===== config.mk =====
export PLATFORM = sky130hd
export DESIGN_NAME = pio_osr_fifo
export DESIGN_NICKNAME = d
export VERILOG_FILES = /design/src/rtl/pio_osr_fifo.sv
export SDC_FILE = /design/constraint.sdc
export NUM_CORES = 1
export LEC_CHECK = 0
export CAP_MARGIN = 0
export CELL_PAD_IN_SITES_DETAIL_PLACEMENT = 2
export CELL_PAD_IN_SITES_GLOBAL_PLACEMENT = 2
export CORE_AREA = 8 8 209 211
export CTS_CLUSTER_DIAMETER = 60
export DETAILED_ROUTE_END_ITERATION = 6
export DIE_AREA = 0 0 217 219
export GPL_TIMING_DRIVEN = 1
export PLACE_DENSITY_LB_ADDON = 0.1
export SYNTH_ARGS = -nofsm -noshare
export SYNTH_HDL_FRONTEND = slang
export SYNTH_SLANG_ARGS = --single-unit

===== constraint.sdc =====
create_clock -name clk -period 17.5 [get_ports clk]
set_input_delay 5.25 -clock clk [delete_from_list [all_inputs] [get_ports clk]]
set_output_delay 5.25 -clock clk [all_outputs]
set_load 0.01 [all_outputs]

===== src/rtl/pio_osr_fifo.sv =====
// pio_osr_fifo: PIO transmit path made of a TX FIFO feeding an output shift
// register with programmable direction, OUT width, autopull and PULL modes.
// State-machine side requests only act when the divider pulse is high.
module pio_osr_fifo #(
    parameter int DATA_W = 32,
    parameter int DEPTH  = 4,
    parameter int CNT_W  = $clog2(DATA_W + 1)
) (
    input  logic                       clk,
    input  logic                       reset,
    input  logic                       push,
    input  logic [DATA_W-1:0]          push_data,
    output logic                       full,
    output logic                       empty,
    output logic [$clog2(DEPTH+1)-1:0] level,
    input  logic                       pulse_en,
    input  logic                       shift_right,
    input  logic                       autopull,
    input  logic [CNT_W-1:0]           pull_thresh,
    input  logic                       out_en,
    input  logic [CNT_W-1:0]           out_cnt,
    output logic [DATA_W-1:0]          out_data,
    output logic                       out_valid,
    input  logic                       pull_en,
    input  logic                       pull_block,
    input  logic [DATA_W-1:0]          x_data,
    output logic                       stall,
    output logic [CNT_W-1:0]           osr_count,
    input  logic                       flag_clr,
    output logic                       tx_over,
    output logic                       tx_stall
);

    localparam int                AW       = $clog2(DEPTH);
    localparam logic [CNT_W-1:0]  FULL_CNT = CNT_W'(DATA_W);
    localparam logic [CNT_W:0]    FULL_SUM = (CNT_W + 1)'(DATA_W);

    logic [DATA_W-1:0] r_mem [DEPTH];
    logic [AW:0]       r_wr_ptr;
    logic [AW:0]       r_rd_ptr;
    logic [DATA_W-1:0] r_osr;
    logic [CNT_W-1:0]  r_osr_count;
    logic [DATA_W-1:0] r_out_data;
    logic              r_out_valid;
    logic              r_tx_over;
    logic              r_tx_stall;

    logic [DATA_W-1:0] w_head;
    logic [AW:0]       w_diff;
    logic [CNT_W-1:0]  w_n;
    logic [CNT_W-1:0]  w_t;
    logic              w_pull_req;
    logic              w_out_req;
    logic              w_exhausted;
    logic              w_pop;
    logic              w_push_acc;
    logic              w_over_set;
    logic              w_stall;
    logic              w_load_osr;
    logic              w_out_acc;
    logic [DATA_W-1:0] w_src;
    logic [CNT_W-1:0]  w_base;
    logic [CNT_W:0]    w_sum;
    logic [DATA_W-1:0] w_new_osr;
    logic [CNT_W-1:0]  w_new_cnt;
    logic [DATA_W-1:0] w_new_out;

    // The extra wrap bit on each pointer separates full from empty.
    assign w_head = r_mem[r_rd_ptr[AW-1:0]];
    assign w_diff = r_wr_ptr - r_rd_ptr;
    assign empty  = (r_wr_ptr == r_rd_ptr);
    assign full   = (r_wr_ptr[AW] != r_rd_ptr[AW]) &&
                    (r_wr_ptr[AW-1:0] == r_rd_ptr[AW-1:0]);
    assign level  = w_diff;

    // A zero count or threshold encodes a full word.
    assign w_n         = (out_cnt == '0) ? FULL_CNT : out_cnt;
    assign w_t         = (pull_thresh == '0) ? FULL_CNT : pull_thresh;
    assign w_exhausted = autopull && (r_osr_count >= w_t);
    assign w_pull_req  = pulse_en && pull_en;
    assign w_out_req   = pulse_en && out_en && !pull_en;

    // A full FIFO still takes a push when the head leaves on the same edge.
    assign w_push_acc = push && (!full || w_pop);
    assign w_over_set = push && full && !w_pop;

    // Decode PULL/OUT into OSR, counter, FIFO-pop and stall actions.
    always_comb begin
        w_pop      = 1'b0;
        w_stall    = 1'b0;
        w_load_osr = 1'b0;
        w_out_acc  = 1'b0;
        w_src      = r_osr;
        w_base     = r_osr_count;
        w_sum      = '0;
        w_new_osr  = r_osr;
        w_new_cnt  = r_osr_count;
        w_new_out  = r_out_data;
        if (w_pull_req) begin
            if (!(autopull && (r_osr_count < w_t))) begin
                if (!empty) begin
                    w_new_osr  = w_head;
                    w_new_cnt  = '0;
                    w_load_osr = 1'b1;
                    w_pop      = 1'b1;
                end else if (pull_block) begin
                    w_stall = 1'b1;
                end else begin
                    w_new_osr  = x_data;
                    w_new_cnt  = '0;
                    w_load_osr = 1'b1;
                end
            end
        end else if (w_out_req) begin
            if (w_exhausted && empty) begin
                w_stall = 1'b1;
            end else begin
                if (w_exhausted) begin
                    w_src  = w_head;
                    w_base = '0;
                    w_pop  = 1'b1;
                end
                if (shift_right) begin
                    w_new_out = w_src & ({DATA_W{1'b1}} >> (FULL_CNT - w_n));
                    w_new_osr = w_src >> w_n;
                end else begin
                    w_new_out = w_src >> (FULL_CNT - w_n);
                    w_new_osr = w_src << w_n;
                end
                w_sum      = {1'b0, w_base} + {1'b0, w_n};
                w_new_cnt  = (w_sum > FULL_SUM) ? FULL_CNT : w_sum[CNT_W-1:0];
                w_load_osr = 1'b1;
                w_out_acc  = 1'b1;
            end
        end
    end

    // FIFO storage is not reset; the pointers alone define its contents.
    always_ff @(posedge clk) begin
        if (w_push_acc) begin
            r_mem[r_wr_ptr[AW-1:0]] <= push_data;
        end
    end

    // FIFO pointers advance on accepted pushes and pops.
    always_ff @(posedge clk or posedge reset) begin
        if (reset) begin
            r_wr_ptr <= '0;
            r_rd_ptr <= '0;
        end else begin
            if (w_push_acc) r_wr_ptr <= r_wr_ptr + 1'b1;
            if (w_pop)      r_rd_ptr <= r_rd_ptr + 1'b1;
        end
    end

    // OSR, consumed-bit counter and the registered OUT result.
    always_ff @(posedge clk or posedge reset) begin
        if (reset) begin
            r_osr       <= '0;
            r_osr_count <= FULL_CNT;
            r_out_data  <= '0;
            r_out_valid <= 1'b0;
        end else begin
            if (w_load_osr) begin
                r_osr       <= w_new_osr;
                r_osr_count <= w_new_cnt;
            end
            r_out_data  <= w_new_out;
            r_out_valid <= w_out_acc;
        end
    end

    // Sticky flags; a new event beats a simultaneous clear.
    always_ff @(posedge clk or posedge reset) begin
        if (reset) begin
            r_tx_over  <= 1'b0;
            r_tx_stall <= 1'b0;
        end else begin
            r_tx_over  <= w_over_set || (r_tx_over && !flag_clr);
            r_tx_stall <= w_stall || (r_tx_stall && !flag_clr);
        end
    end

    assign stall     = w_stall;
    assign osr_count = r_osr_count;
    assign out_data  = r_out_data;
    assign out_valid = r_out_valid;
    assign tx_over   = r_tx_over;
    assign tx_stall  = r_tx_stall;

endmodule


# Yosys cells after proc, flatten, opt, wreduce, memory -nomap -nowiden
# Memories as Yosys holds them, arrays and structs flattened.
# Cells that the tools add are included.
[totals]
memories = 1
ram_bits = 128
word_cells = 100
input_bits = 86
register_bits = 79
[mem_list]
columns = ["memory", "words", "width", "rd", "rd_clocked_by_memory_dff", "write_ports", "line", "text"]
rows = [
  ["r_mem", 4, 32, 1, 0, 1, "38", "logic [DATA_W-1:0] r_mem [DEPTH];"],
]
[op_classes]
n_mux = 46
n_reduce_logical = 24
n_lt_le_gt_ge = 3
n_shift = 4
eq_ne = 6
add_sub_neg = 5
bitwise_logic = 3
[ops]
columns = ["op", "n"]
rows = [
  ["$mux W32", 12],
  ["$mux W6", 13],
  ["$shr A32 B6 Y32", 2],
  ["$and A32 B32 Y32", 1],
  ["$shl A32 B6 Y32", 1],
  ["$shr A32 B6 Y32 const A", 1],
  ["$mux W1", 21],
  ["$logic_and A1 B1 Y1", 12],
  ["$logic_not A6 Y1", 2],
  ["$add A6 B6 Y7", 1],
  ["$gt A7 B6 Y1 const B", 1],
  ["$add A3 B1 Y3 const B", 2],
  ["$ge A6 B6 Y1", 1],
  ["$lt A6 B6 Y1", 1],
  ["$sub A6 B6 Y6 const A", 1],
  ["$reduce_and A5 Y1", 1],
  ["$logic_not A1 Y1", 4],
  ["$ne A2 B2 Y1 const B", 2],
  ["$eq A3 B3 Y1", 1],
  ["$logic_or A1 B1 Y1", 3],
  ["$ne A3 B3 Y1 const B", 1],
  ["$reduce_and A3 Y1", 1],
  ["$sub A3 B3 Y3", 1],
  ["$eq A2 B2 Y1", 1],
  ["other kinds (3)", 4],
]

# Longest topological paths before layout
# Gate-level depths: netlist of run 1.
[depth]
depth_word = 14
mapped_depth = 22
ltp_nobuf = 17

# Least setup slack after synthesis of run 1
# No wires, ideal clock.
[synth_timing]
path_type = "input -> output"
from = "input port pull_thresh[0]"
to = "output port stall"
required_ns = 12.250
t_arrival_ns = 7.913
path_slack_ns = 4.337
stages = 13
cell_sequence = "nor4_1 -> a21oi_1 -> ha_1 -> and4_1 -> nand2_1 -> o21ai_1 -> buf_2 -> buf_2 -> buf_2 -> buf_2 -> buf_2 -> a22oi_1 -> nor2_1"
[synth_via]
elab_chain_cells = 8
elab_cells_between_ends = 11
cone_classes = "2 x order compare; 5 x mux; 4 x reduce/logical"
[synth_lines]
columns = ["element", "line", "text"]
rows = [
  ["start: declaration", "19", "input logic [CNT_W-1:0] pull_thresh,"],
  ["$logic_not A6 Y1", "78", "assign w_t = (pull_thresh == '0) ? FULL_CNT : pull_thresh;"],
  ["$mux W6 (*)", "78", ""],
  ["$ge A6 B6 Y1", "79", "assign w_exhausted = autopull && (r_osr_count >= w_t);"],
  ["$logic_and A1 B1 Y1", "79", ""],
  ["$logic_and A1 B1 Y1", "115", "if (w_exhausted && empty) begin"],
  ["$mux W1", "115", ""],
  ["$mux W1", "114", "end else if (w_out_req) begin"],
  ["$mux W1 (*)", "99", "if (w_pull_req) begin"],
  ["end: declaration", "27", "output logic stall,"],
]
# Mark *: on every way between the ends. The rest lies on a longest branch, timed or not.

# Worst setup path in the final report of run 1
[layout_timing]
from = "input port pull_thresh[1]"
to = "output port stall"
# The elaborated chain is that of the path after synthesis.

==> results.sh, run 1 <==
export IMPL_outcome="finished, final reports clean"
export IMPL_syn2layout_area_growth_pct=16.1
export IMPL_die_y_um=219
export IMPL_synth_area_top_cells="edfxtp_1, dfrtp_1, mux2i_1, mux4_2, a21oi_1"
export IMPL_start_util_pct=41.4
export IMPL_setup_viol=0
export IMPL_drcViolationCount=0
export IMPL_critPathMaxStageDelay_ns=0.68
export IMPL_synth_top_area_cell="edfxtp_1"
export IMPL_cp_common_cell="clkdlybuf4s50_1"
export IMPL_cp_arrival_ns=8.73
export IMPL_ys_flop_type="edfxtp_1"
export IMPL_ys_seq_area_share_pct=34.8
export IMPL_min_period_ns=13.98
export IMPL_grt_pass1_vias=17359
export IMPL_num_rows=74
export IMPL_crit_type="in2out"
export IMPL_vdd_ir_drop_max_mv=0.152
export IMPL_clk_pin_slew_worst_paths_ns=0.06
export IMPL_required_ns=12.25
export IMPL_rsz0062_at_grt="false"
export IMPL_multi_input_area_sq_um=10100
export IMPL_syn_avg_cell_area_sq_um=9.92
export IMPL_gp_congestion=0.992
export IMPL_ys_types=79
export IMPL_skew_ns=0.0295
export IMPL_io_pins=133
export IMPL_start_kind="primary input"
export IMPL_relSlewSlack_pct=4.15
export IMPL_ys_seq_elements=207
export IMPL_vias=16606
export IMPL_chipWidth_um=217
export IMPL_place_hpwl_mm=64.4
export IMPL_drv_slew=0
export IMPL_grt_total_usage_pct=36.4
export IMPL_crit_chain="clkdlybuf4s50_1 -> nor4_1 -> a21oi_1 -> ha_1 -> and4_1 -> nand2_1 -> o21ai_4 -> buf_4 -> a22oi_1 -> nor2_1 -> clkdlybuf4s50_1"
export IMPL_seqCellArea_sq_um=5820
export IMPL_cp_max_fo=62
export IMPL_gr_total_overflow=0
export IMPL_dr_pass1_iters=5
export IMPL_endpoint_kind="output port"
export IMPL_drt_vias_per_instance=7.20
export IMPL_worstSkewPairLatency_ns=0.58
export IMPL_leakage_uw=0.00723
export IMPL_drt_iter0_drc=1897
export IMPL_drive_gt1_share_pct=12.9
export IMPL_final_hold_violation_count=0
export IMPL_antenna_found_initial=2
export IMPL_cts_setup_buffers=0
export IMPL_holdBufCountCts=0
export IMPL_routed_wl_mm=89.1
export IMPL_maxCapViolations=0
export IMPL_hp_class="reg2reg"
export IMPL_fillers=4223
export IMPL_power_density_nw_per_um2=173
export IMPL_synth_nets=1797
export IMPL_cts_path_max_buffers=3
export IMPL_period_share_pct=79.9
export IMPL_core_area_sq_um=40400
export IMPL_yosys_warnings=0
export IMPL_cts_tree="built"
export IMPL_clock_fmax_ghz=0.0715
export IMPL_placed_area_sq_um=18400
export IMPL_nNetsFinal=1861
export IMPL_grt_max_degree=67
export IMPL_ctsResizeCount=0
export IMPL_cts_sinks=207
export IMPL_fin_area_sq_um=19400
export IMPL_cp_slowest_cell="buf_4"
export IMPL_final_cells=2306
export IMPL_ant_nets=0
export IMPL_final_common_cell="mux2i_1"
export IMPL_die_area_sq_um=47500
export IMPL_synth_cells=1686
export IMPL_root_buffer="clkbuf_16"
export IMPL_grt_pass1_wl_mm=128
export IMPL_fin_util_pct=48.1
export IMPL_place_inst=2251
export IMPL_portBuffers=132
export IMPL_tns_ns=0
export IMPL_synth_area_sq_um=16700
export IMPL_synthArstFlopShare_pct=38.2
export IMPL_numCtsBuffers=29
export IMPL_final_cell_mix="mux2i_1, nand2_1, a21oi_1"
export IMPL_tightest_slew_ns=1.43
export IMPL_h_tree_depth=1
export IMPL_synth_edff_count=128
export IMPL_synth_top_area_share_pct=23.0
export IMPL_avgRoutedWirePerCell_um=38.6
-- through the flow --
step | total power, uW | hold slack (ns) | setup slack [ns]
detailed placement | 2650 | 0.468 | 3.57
finish | 3370 | 0.489 | 3.52
global placement | 2590 | 0.454 | 3.65
global route | 3450 | 0.512 | 3.26
floorplan | 1850 | 0.462 | 4.34
CTS | 3310 | 0.498 | 3.50
-- registers in the layout, indices dropped and copies added, names as in the netlist --
| signal | cells |
|---|---|
| tx_over | 1 |
| r_wr_ptr | 3 |
| out_valid | 1 |
| out_data | 32 |
| osr_count | 6 |
| r_mem | 128 |
| r_osr | 32 |
| r_rd_ptr | 3 |
| tx_stall | 1 |
-- cell families after synthesis --
family	count (synthesis)	share of synthesized area (%)
buffers and inverters	181	4.88
adder cells (fa/ha/maj)	25	1.96
AO/OA/AOI/OAI	537	22.2
AND/OR/NAND/NOR	425	11.3
XOR/XNOR	13	0.681
flip-flops	207	34.8
multiplexers	298	24.2
-- worst max-delay path: cells and delay by family --
| family | cells | cell delay [ns] |
|---|---|---|
| adder cells (fa/ha/maj) | 1 | 0.35 |
| buffers and inverters | 3 | 1.70 |
| AO/OA/AOI/OAI | 3 | 0.49 |
| AND/OR/NAND/NOR | 4 | 0.93 |
-- metal layers --
metal	routed length (um)	global-route usage, %
met1	35300	46.7
met2	41500	59.1
met3	7330	6.60
met4	4880	17.8
met5	27	0
-- power by group --
| group | switching [uW] | total (uW) | internal [uW] |
|---|---|---|---|
| combinational | 1270 | 1940 | 669 |
| sequential | 146 | 802 | 656 |
| clock | 257 | 632 | 374 |
-- cell usage after synthesis, types with 15 or more instances --
master,n
mux2i_1,186
nand2_1,175
a21oi_1,154
edfxtp_1,128
nor2_1,94
mux4_2,82
clkbuf_1,80
dfrtp_1,78
o21ai_0,54
nor3_1,50
a211oi_1,49
nand3_1,37
o211ai_1,36
buf_2,33
inv_1,33
mux2_2,30
o31ai_1,28
ha_1,23
o22ai_1,20
and2_1,19
o211a_1,18
o221ai_1,15
-- path summary, 6_finish.rpt --
path	slack (ns)	endpoint	depth (start not counted)	startpoint
max	3.52	stall	11	pull_thresh[1]
max in group asynchronous	11.22	r_osr[27]	3	reset
min in group asynchronous	5.14	out_data[6]	2	reset
max reg2reg	12.33	r_osr[26]	11	osr_count[4]
min	0.49	out_data[29]	2	out_data[29]
min reg2reg	0.49	out_data[29]	2	out_data[29]
-- layout make-up --
class	instances	area share, %
Multi-Input combinational cell	1298	52.2
Inverter	39	0.773
Sequential cell	207	30.0
Clock inverter	21	1.33
Clock buffer	33	3.86
Tap cell	532	3.43
Antenna cell	1	0.0129
Timing Repair Buffer	175	8.41
Note: power is estimated with default switching activity, not from simulation.
==> run 2: changes to the inputs <==
--- a/config.mk
+++ b/config.mk
@@ -8,10 +8,10 @@
 export CAP_MARGIN = 0
 export CELL_PAD_IN_SITES_DETAIL_PLACEMENT = 2
 export CELL_PAD_IN_SITES_GLOBAL_PLACEMENT = 2
-export CORE_AREA = 8 8 209 211
+export CORE_AREA = 8 8 217 219
 export CTS_CLUSTER_DIAMETER = 60
 export DETAILED_ROUTE_END_ITERATION = 6
-export DIE_AREA = 0 0 217 219
+export DIE_AREA = 0 0 225 227
 export GPL_TIMING_DRIVEN = 1
 export PLACE_DENSITY_LB_ADDON = 0.1
 export SYNTH_ARGS = -nofsm -noshare
==> constraint.sdc (replaced) <==
create_clock -name clk -period 13.65 [get_ports clk]
set_input_delay 4.095 -clock clk [delete_from_list [all_inputs] [get_ports clk]]
set_output_delay 4.095 -clock clk [all_outputs]
set_load 0.01 [all_outputs]
==> results.sh, run 2 (synthesized netlist as in run 1, its figures left out) <==
export IMPL_multi_input_area_sq_um=10100
export IMPL_holdBufCountCts=0
export IMPL_endpoint_kind="output port"
export IMPL_core_area_sq_um=43600
export IMPL_grt_pass1_wl_mm=130
export IMPL_routed_wl_mm=91.3
export IMPL_cp_slowest_cell="clkdlybuf4s50_1"
export IMPL_final_common_cell="mux2i_1"
export IMPL_drt_vias_per_instance=6.99
export IMPL_cp_common_cell="clkdlybuf4s50_1"
export IMPL_start_util_pct=38.3
export IMPL_rsz0062_at_grt="false"
export IMPL_gr_total_overflow=0
export IMPL_avgRoutedWirePerCell_um=38.4
export IMPL_dr_pass1_iters=5
export IMPL_relSlewSlack_pct=14.8
export IMPL_cts_sinks=207
export IMPL_required_ns=9.55
export IMPL_start_kind="primary input"
export IMPL_num_rows=77
export IMPL_crit_chain="clkdlybuf4s50_1 -> nor4_1 -> a21oi_1 -> ha_1 -> and4_1 -> o21ai_0 -> a41oi_1 -> a22oi_1 -> nor2_1 -> clkdlybuf4s50_1"
export IMPL_vias=16607
export IMPL_crit_type="in2out"
export IMPL_chipWidth_um=225
export IMPL_drcViolationCount=0
export IMPL_fillers=4585
export IMPL_die_y_um=227
export IMPL_critPathMaxStageDelay_ns=0.58
export IMPL_min_period_ns=11.16
export IMPL_grt_pass1_vias=17258
export IMPL_nNetsFinal=1870
export IMPL_vdd_ir_drop_max_mv=0.166
export IMPL_final_cell_mix="mux2i_1, nand2_1, a21oi_1"
export IMPL_tns_ns=0
export IMPL_maxCapViolations=0
export IMPL_cp_max_fo=4
export IMPL_place_hpwl_mm=67.2
export IMPL_clk_pin_slew_worst_paths_ns=0.06
export IMPL_gp_congestion=1.00
export IMPL_io_pins=133
export IMPL_worst_path_buf_inv=2
export IMPL_ctsResizeCount=0
export IMPL_tightest_slew_ns=1.24
export IMPL_period_share_pct=81.7
export IMPL_syn2layout_area_growth_pct=17.0
export IMPL_cts_path_max_buffers=3
export IMPL_drv_slew=0
export IMPL_numCtsBuffers=30
export IMPL_seqCellArea_sq_um=5820
export IMPL_h_tree_depth=1
export IMPL_portBuffers=132
export IMPL_leakage_uw=0.00727
export IMPL_cts_setup_buffers=0
export IMPL_cp_arrival_ns=7.06
export IMPL_die_area_sq_um=51100
export IMPL_clock_fmax_ghz=0.0896
export IMPL_ant_nets=0
export IMPL_drive_gt1_share_pct=13.4
export IMPL_antenna_found_initial=0
export IMPL_grt_max_degree=111
export IMPL_final_hold_violation_count=0
export IMPL_skew_ns=0.0130
export IMPL_setup_viol=0
export IMPL_power_density_nw_per_um2=222
export IMPL_drt_iter0_drc=1817
export IMPL_grt_total_usage_pct=35.1
export IMPL_root_buffer="clkbuf_16"
export IMPL_largest_reg_flops=128
export IMPL_timing_hold_ws_ns=0.482
export IMPL_hp_class="reg2reg"
export IMPL_worstSkewPairLatency_ns=0.60
export IMPL_cts_tree="built"
export IMPL_outcome="finished, final reports clean"
export IMPL_critPathTopFamily="buffers and inverters"
run 2: cell types whose count changed in the layout (fill, tap and decap cells not counted), sizes merged:
| cell | previous run | this run |
|---|---|---|
| clkinv | 11 | 13 |
| bufinv | 4 | 1 |
| clkbuf | 33 | 35 |
| buf | 45 | 53 |
run 2: layout make-up:
cell class	instances	share of cell area (%)
clock inverters	20	1.09
well taps	592	3.79
flip-flops and latches	207	29.8
multi-input cells	1298	51.8
diodes	1	0.0128
clock buffers	35	4.04
inverters	39	0.767
repair buffers	183	8.72
run 2: path summary, 6_finish.rpt:
check,to,depth (start not counted),from,slack (ns)
max in group asynchronous,r_rd_ptr[0],3,reset,8.43
worst min register to register,out_data[26],2,out_data[26],0.48
worst max register to register,r_osr[4],10,osr_count[4],8.38
worst min-delay path,out_data[26],2,out_data[26],0.48
worst max-delay path,stall,10,pull_thresh[0],2.49
min in group asynchronous,out_data[29],2,reset,3.90
run 2: worst reg2reg max path, delay by kind of cell, from the launching register on:
family	cells	cell delay (ns)
simple gates	2	0.43
mux	1	1.09
fa+ha+maj	1	0.35
flops	1	0.44
compound gates	4	1.29
buf+inv	2	1.49
run 2: power by group:
| part | switching (uW) | internal (uW) | leakage [uW] |
|---|---|---|---|
| clock | 350 | 447 | 0.000491 |
| combinational | 1650 | 867 | 0.00457 |
| sequential | 197 | 839 | 0.00221 |
| total | 2190 | 2150 | 0.00727 |
run 2: per-stage QoR:
stage / instances / utilization (%) / total power, uW / area [sq um] / worst slack [ns]
final: 2375 / 44.8 / 4350 / 19600 / 2.49
after global routing: 2374 / 44.8 / 4450 / 19600 / 2.23
after CTS: 2374 / 44.8 / 4270 / 19600 / 2.47
after detailed placement: 2319 / 42.5 / 3460 / 18600 / 2.49
after global placement: 2319 / 42.5 / 3400 / 18600 / 2.54
after floorplan: 1686 / - / 2370 / 16700 / 2.80
run 2: routing by layer:
metal | routed length [um] | global-route usage [%] | part of all wire, % | vias up
li1 | - | - | - | 6778
met1 | 36700 | 45.6 | 40 | 8719
met2 | 41200 | 55.2 | 45 | 888
met3 | 8040 | 7.05 | 8.8 | 222
met4 | 5400 | 18.0 | 5.9 | 0
met5 | 0 | 0 | 0 | -
